### src/rtl/sw_debounce_if.sv
// Switch-side bundle for sw_debounce: raw pins in, debounced level and event pulses out.
// "release" is a reserved word, so the release event travels as release_pulse.
interface sw_debounce_if #(
    parameter int WIDTH = 4
);
    logic [WIDTH-1:0] sw_in;
    logic [WIDTH-1:0] state;
    logic [WIDTH-1:0] press;
    logic [WIDTH-1:0] release_pulse;
    logic             tick;

    modport master (output sw_in, input state, press, release_pulse, tick);
    modport slave  (input sw_in, output state, press, release_pulse, tick);
endinterface

### src/rtl/sw_debounce.sv
// Push-button debouncer: 2-flop sync, shared prescaler tick, per-channel stability counter.
// Define SW_REPEAT_EN to add hold-to-repeat press pulses.
module sw_debounce #(
    parameter int WIDTH        = 4,
    parameter int PRESCALE     = 50000,
    parameter int STABLE       = 16,
    parameter int ACTIVE_LOW   = 1,
    parameter int REPEAT_DELAY = 500,
    parameter int REPEAT_RATE  = 100
) (
    input  logic         clk,
    input  logic         rst,
    sw_debounce_if.slave bus
);

    localparam int PW = (PRESCALE > 1) ? $clog2(PRESCALE) : 1;
    localparam int CW = $clog2(STABLE + 1);
    localparam logic [WIDTH-1:0] INACTIVE = (ACTIVE_LOW != 0) ? {WIDTH{1'b1}} : {WIDTH{1'b0}};
    localparam logic [PW-1:0] PRE_LAST = PW'(PRESCALE - 1);
    localparam logic [CW-1:0] CNT_LAST = CW'(STABLE - 1);

    localparam logic ST_IDLE     = 1'b0;
    localparam logic ST_COUNTING = 1'b1;

    // Repeat settings are checked even when unused so the option can be toggled safely.
    if (STABLE < 1 || PRESCALE < 1 || REPEAT_RATE < 1 || REPEAT_RATE > REPEAT_DELAY) begin : g_bad_cfg
        $error("sw_debounce: illegal parameter combination");
    end

    logic [WIDTH-1:0] sync1;
    logic [WIDTH-1:0] sync2;
    logic [WIDTH-1:0] act;
    logic [WIDTH-1:0] phase;
    logic [WIDTH-1:0] flip;
    logic [WIDTH-1:0] rpt_fire;
    logic [WIDTH-1:0] state_r;
    logic [WIDTH-1:0] press_r;
    logic [WIDTH-1:0] release_r;
    logic [PW-1:0]    pre_cnt;
    logic [PW-1:0]    pre_next;
    logic             tick_r;
    logic [CW-1:0]    cnt [WIDTH];

    always_ff @(posedge clk or posedge rst) begin
        if (rst) begin
            sync1 <= INACTIVE;
            sync2 <= INACTIVE;
        end else begin
            sync1 <= bus.sw_in;
            sync2 <= sync1;
        end
    end

    assign act      = (ACTIVE_LOW != 0) ? ~sync2 : sync2;
    assign pre_next = (pre_cnt == PRE_LAST) ? '0 : pre_cnt + PW'(1);

    // tick is registered from the next count so it is high exactly while pre_cnt == PRESCALE-1.
    always_ff @(posedge clk or posedge rst) begin
        if (rst) begin
            pre_cnt <= '0;
            tick_r  <= 1'b0;
        end else begin
            pre_cnt <= pre_next;
            tick_r  <= (pre_next == PRE_LAST);
        end
    end

    always_comb begin
        phase = '0;
        flip  = '0;
        for (int i = 0; i < WIDTH; i++) begin
            phase[i] = (act[i] != state_r[i]) ? ST_COUNTING : ST_IDLE;
            flip[i]  = tick_r && (phase[i] == ST_COUNTING) && (cnt[i] == CNT_LAST);
        end
    end

    always_ff @(posedge clk or posedge rst) begin
        if (rst) begin
            for (int i = 0; i < WIDTH; i++) cnt[i] <= '0;
        end else begin
            for (int i = 0; i < WIDTH; i++) begin
                if (phase[i] == ST_IDLE || flip[i]) cnt[i] <= '0;
                else if (tick_r)                    cnt[i] <= cnt[i] + CW'(1);
            end
        end
    end

`ifdef SW_REPEAT_EN
    localparam int RMAX = (REPEAT_DELAY > REPEAT_RATE) ? REPEAT_DELAY : REPEAT_RATE;
    localparam int RW   = $clog2(RMAX + 1);
    localparam logic [RW-1:0] RPT_LAST   = RW'(REPEAT_DELAY - 1);
    localparam logic [RW-1:0] RPT_RELOAD = RW'(REPEAT_DELAY - REPEAT_RATE);

    logic [RW-1:0] rpt [WIDTH];

    // A repeat never coincides with a release flip, so press and release stay exclusive.
    always_comb begin
        rpt_fire = '0;
        for (int i = 0; i < WIDTH; i++) begin
            rpt_fire[i] = tick_r && state_r[i] && !flip[i] && (rpt[i] == RPT_LAST);
        end
    end

    always_ff @(posedge clk or posedge rst) begin
        if (rst) begin
            for (int i = 0; i < WIDTH; i++) rpt[i] <= '0;
        end else begin
            for (int i = 0; i < WIDTH; i++) begin
                if (!state_r[i])              rpt[i] <= '0;
                else if (tick_r) begin
                    if (rpt[i] == RPT_LAST)   rpt[i] <= RPT_RELOAD;
                    else                      rpt[i] <= rpt[i] + RW'(1);
                end
            end
        end
    end
`else
    assign rpt_fire = '0;
`endif

    always_ff @(posedge clk or posedge rst) begin
        if (rst) begin
            state_r   <= '0;
            press_r   <= '0;
            release_r <= '0;
        end else begin
            state_r   <= state_r ^ flip;
            press_r   <= (flip & ~state_r) | rpt_fire;
            release_r <= flip & state_r;
        end
    end

    assign bus.state         = state_r;
    assign bus.press         = press_r;
    assign bus.release_pulse = release_r;
    assign bus.tick          = tick_r;

endmodule

### src/flat_wrapper.sv
// flat-port wrapper written by rule: the top's interface ports become plain ports
module sw_debounce_flat 
#(
    parameter int WIDTH        = 4,
    parameter int PRESCALE     = 50000,
    parameter int STABLE       = 16,
    parameter int ACTIVE_LOW   = 1,
    parameter int REPEAT_DELAY = 500,
    parameter int REPEAT_RATE  = 100
)
  (clk, rst, bus_sw_in, bus_state, bus_press, bus_release_pulse, bus_tick);
  sw_debounce_if #(.WIDTH(WIDTH)) bus_i ();
  input  logic clk;
  input  logic rst;
  input wire logic [$bits(bus_i.sw_in)-1:0] bus_sw_in;
  output wire logic [$bits(bus_i.state)-1:0] bus_state;
  output wire logic [$bits(bus_i.press)-1:0] bus_press;
  output wire logic [$bits(bus_i.release_pulse)-1:0] bus_release_pulse;
  output wire logic [$bits(bus_i.tick)-1:0] bus_tick;
  assign bus_i.sw_in = bus_sw_in;
  assign bus_state = bus_i.state;
  assign bus_press = bus_i.press;
  assign bus_release_pulse = bus_i.release_pulse;
  assign bus_tick = bus_i.tick;
  sw_debounce #(.WIDTH(WIDTH), .PRESCALE(PRESCALE), .STABLE(STABLE), .ACTIVE_LOW(ACTIVE_LOW), .REPEAT_DELAY(REPEAT_DELAY), .REPEAT_RATE(REPEAT_RATE)) u_core (.clk(clk), .rst(rst), .bus(bus_i));
endmodule
### config.mk
export PLATFORM = sky130hd
export DESIGN_NAME = sw_debounce_flat
export DESIGN_NICKNAME = d
export VERILOG_FILES = /design/src/rtl/sw_debounce_if.sv /design/src/rtl/sw_debounce.sv /design/src/flat_wrapper.sv
export SDC_FILE = /design/constraint.sdc
export NUM_CORES = 1
export LEC_CHECK = 0
export CAP_MARGIN = 30
export CORE_ASPECT_RATIO = 0.75
export CORE_MARGIN = 3
export CORE_UTILIZATION = 41
export DETAILED_ROUTE_END_ITERATION = 7
export GPL_TIMING_DRIVEN = 0
export PLACE_DENSITY = 0.66
export SYNTH_ARGS = -nofsm -noshare
export SYNTH_HDL_FRONTEND = slang
export SYNTH_SLANG_ARGS = --single-unit
### constraint.sdc
create_clock -name clk -period 2.1 [get_ports clk]
set_clock_uncertainty 0.15 [all_clocks]
set_input_delay 0.42 -clock clk [delete_from_list [all_inputs] [get_ports clk]]
set_output_delay 0.42 -clock clk [all_outputs]
set_load 0.01 [all_outputs]
==> results.txt <==
Status - finished clean
Power Density - 649 nW/um^2
H-tree depth - 3
Worst r2r src - u_core.pre_cnt[4]
End of the worst hold path - u_core.sync2[3]
Max_cap viols - 0
Vias - 1924
Most common cell after layout, fill and taps aside - nor2_1
Reg2reg setup slack - 0.02 ns
1st-iter DRT viols - 101
Post-DR vias/cell - 5.13
Max transition margin - 0.679
Clock transition at path regs - 0.06 ns
Clock Path Buffers - 2
Vias in the first global route - 1860
Core footprint - 6070 sq um
Starting Density - 0.444
Nets - 316
Unrepaired setup endpoints after global routing - yes
Fmax - 481 MHz
R2r worst-path depth - 5
Worst path cell trace - nand4_1 -> nor4_4 -> mux2i_1 -> or4b_4 -> nor4_4
Footprint of the multi-input gates - 1220 sq um
Cts bufs inserted - 9
Skew-Pair Late Insertion Delay - 0.33 ns
Row cnt - 24
Antenna fix cells - 0
Global Route met2 Usage - 0.198
Critical Path Sink Type - flip-flop
VDD IR max - 0.365 mV
Max FO, Critical Path - 6
Clock root buffer - clkbuf_8
Post-route ant nets - 0
Worst path arrival time - 2.16 ns
Clk sinks - 57
Seq cells post-synth - 57
CP peak stage delay - 0.49 ns
GRT Overall Usage - 0.147
GR Overflow Total - 0
Setup CP Type - flip-flop to flip-flop
Fillers - 520
Hold WC Path Type - flip-flop to flip-flop
Hold wc startpoint - u_core.sync1[3]
Worst Tran Pin Value - 0.480 ns
Met1 usage - 0.209
DP HPWL - 3.25 mm
Slack of the critical path - 0.0200 ns
Worst slack at placement - -0.281 ns
Critical Path RT - 2.18 ns
Hold path cells - 0
Buf/Inv on CP - 0
Critical Path Slowest Stage Cell - or4b_4
Largest net degree at the start of global routing - 37
Final hold violation count - 0
Final-report max-slew violation count - 0
Power, Total - 2150 uW
CTS tree - yes
Die height - 76.2 um
Most frequent cells in the layout - nor2_1, dfrtp_1, clkdlybuf4s50_1
Routability cong. - 0.836
Most used routing layer - met1
Post-Synthesis Cells - 254
Endpoints failing setup - 0
Seq. cell area - 1450 sq um
Layout cells sized above 1 - 0.189
Die area - 7590 sq um
Placed cell count - 351
Post-synthesis area per instance - 10.6 sq um
CP startpoint kind - flip-flop
Share of async-settable or async-resettable flops after synthesis - 1.00
First-pass iteration count of the detailed router - 4
WL/cell - 13.2 um
FF-to-FF End - u_core.bus.tick
Yosys warns - 0
CP top delay family - simple AND/OR/NAND/NOR gates
Finished Layout Cells - 375
Tcrit/Tclk final - 0.990
Drt total wl - 4.97 mm
Leak - 0.00155 uW
Met3 usage - 0.0457
Most frequent CP cell - nor4_4
Drc violations - 0
Number of synthesized flops with an enable pin - 0
Area Growth Syn to Fin - 22.8%
Mapped cell area - 2690 sq um
Post-synthesis cell type count - 35
Initial antenna violation count - 0
Main flop type after synthesis - dfrtp_1
First-pass GRT wire length - 8.84 mm
Number of I/O port buffers - 18
Final Util - 0.545
Final Instance Area - 3310 sq um
Seq/Total Area, Yosys - 0.533
Post-synth net total - 278
Dpl cell area - 3000 sq um
Period minus WS final - 2.08 ns
IO Pins - 19
Die Span X - 99.6 um
## where the power goes
group          leakage [uW]  internal (uW)  switching (uW)
registers          0.000742           1110            2.58
clock network     0.0000974            578             410
logic              0.000708           14.0            29.5
## kinds of logic after synthesis
kind of cell / count (synthesis) / synth area share
xor+xnor: 24 / 0.0781
mux: 1 / 0.00372
simple gates: 105 / 0.216
compound gates: 26 / 0.0525
flops: 57 / 0.533
buf+inv: 23 / 0.0325
fa+ha+maj: 18 / 0.0836
## timing repair
item	CTS	global route
pin swaps	3	4
setup buffers	8	0
endpoints found under the setup margin	1	5
hold buffers	0	0
resized for setup	15	6
## worst register-to-register path: stages, from the launching register on
cell	delay, ns
dfrtp_2	0.44
nand4_1	0.22
nor4_4	0.31
mux2i_1	0.23
or4b_4	0.49
nor4_4	0.15
## routing by layer
| metal | wire, um | vias up |
|---|---|---|
| li1 | - | 941 |
| met1 | 2470 | 939 |
| met2 | 2180 | 32 |
| met3 | 201 | 12 |
| met4 | 120 | 0 |
| met5 | 0 | - |
## state kept, by name (all words and copies together), names as in the netlist
signal	flops
u_core.sync1	4
u_core.bus.press	4
u_core.bus.state	4
u_core.pre_cnt	16
u_core.bus.release_pulse	4
u_core.sync2	4
u_core.bus.tick	1
u_core.cnt	20
## per-stage QoR
stage                     hold WS [ns]  setup TNS [ns]
after floorplan                  0.195               0
after global routing             0.205         -0.0911
after global placement           0.196          -49.51
after detailed placement         0.197          -0.281
final                            0.204               0
after CTS                        0.204               0
## final cells by class
type / count / area share
sequential: 57 / 0.438
multi-input combinational: 174 / 0.369
timing repair buffer: 27 / 0.0787
clock buffer: 13 / 0.0450
tap: 78 / 0.0295
inverter: 19 / 0.0216
clock inverter: 3 / 0.0121
buffer: 4 / 0.00606
## how the worst max path moves through the flow
stage / startpoint / to / slack [ns] / cells after the start
2_1_floorplan: u_core.pre_cnt[4] / u_core.bus.tick / 0.02 / 5
3_3_place_gp: rst / u_core.bus.state[0] / -0.94 / 2
3_5_place_dp: u_core.pre_cnt[4] / u_core.bus.tick / -0.28 / 5
4_1_cts: u_core.pre_cnt[1] / u_core.bus.tick / 0.0008 / 5
5_1_grt: u_core.pre_cnt[4] / u_core.bus.tick / -0.09 / 5
6_report: u_core.pre_cnt[4] / u_core.bus.tick / 0.02 / 5
## Yosys cell counts, types with 2 or more instances
master,instances,area [sq um]
a21oi_1,17,85.1
a31oi_1,3,18.8
and3_1,4,25.0
clkbuf_1,3,11.3
dfrtp_1,49,1230
dfstp_2,8,210
ha_1,18,225
inv_1,18,67.6
nand2_1,14,52.6
nand2b_1,5,31.3
nand3_1,5,25.0
nand3b_1,3,22.5
nand4_1,7,43.8
nand4_4,2,42.5
nand4b_1,2,17.5
nor2_1,41,154
nor3_1,10,50.1
nor4_2,2,25.0
o21ai_0,4,20.0
or4_1,2,15.0
xnor2_1,8,70.1
xor2_1,16,140
Power figures use the tool's default switching activity.
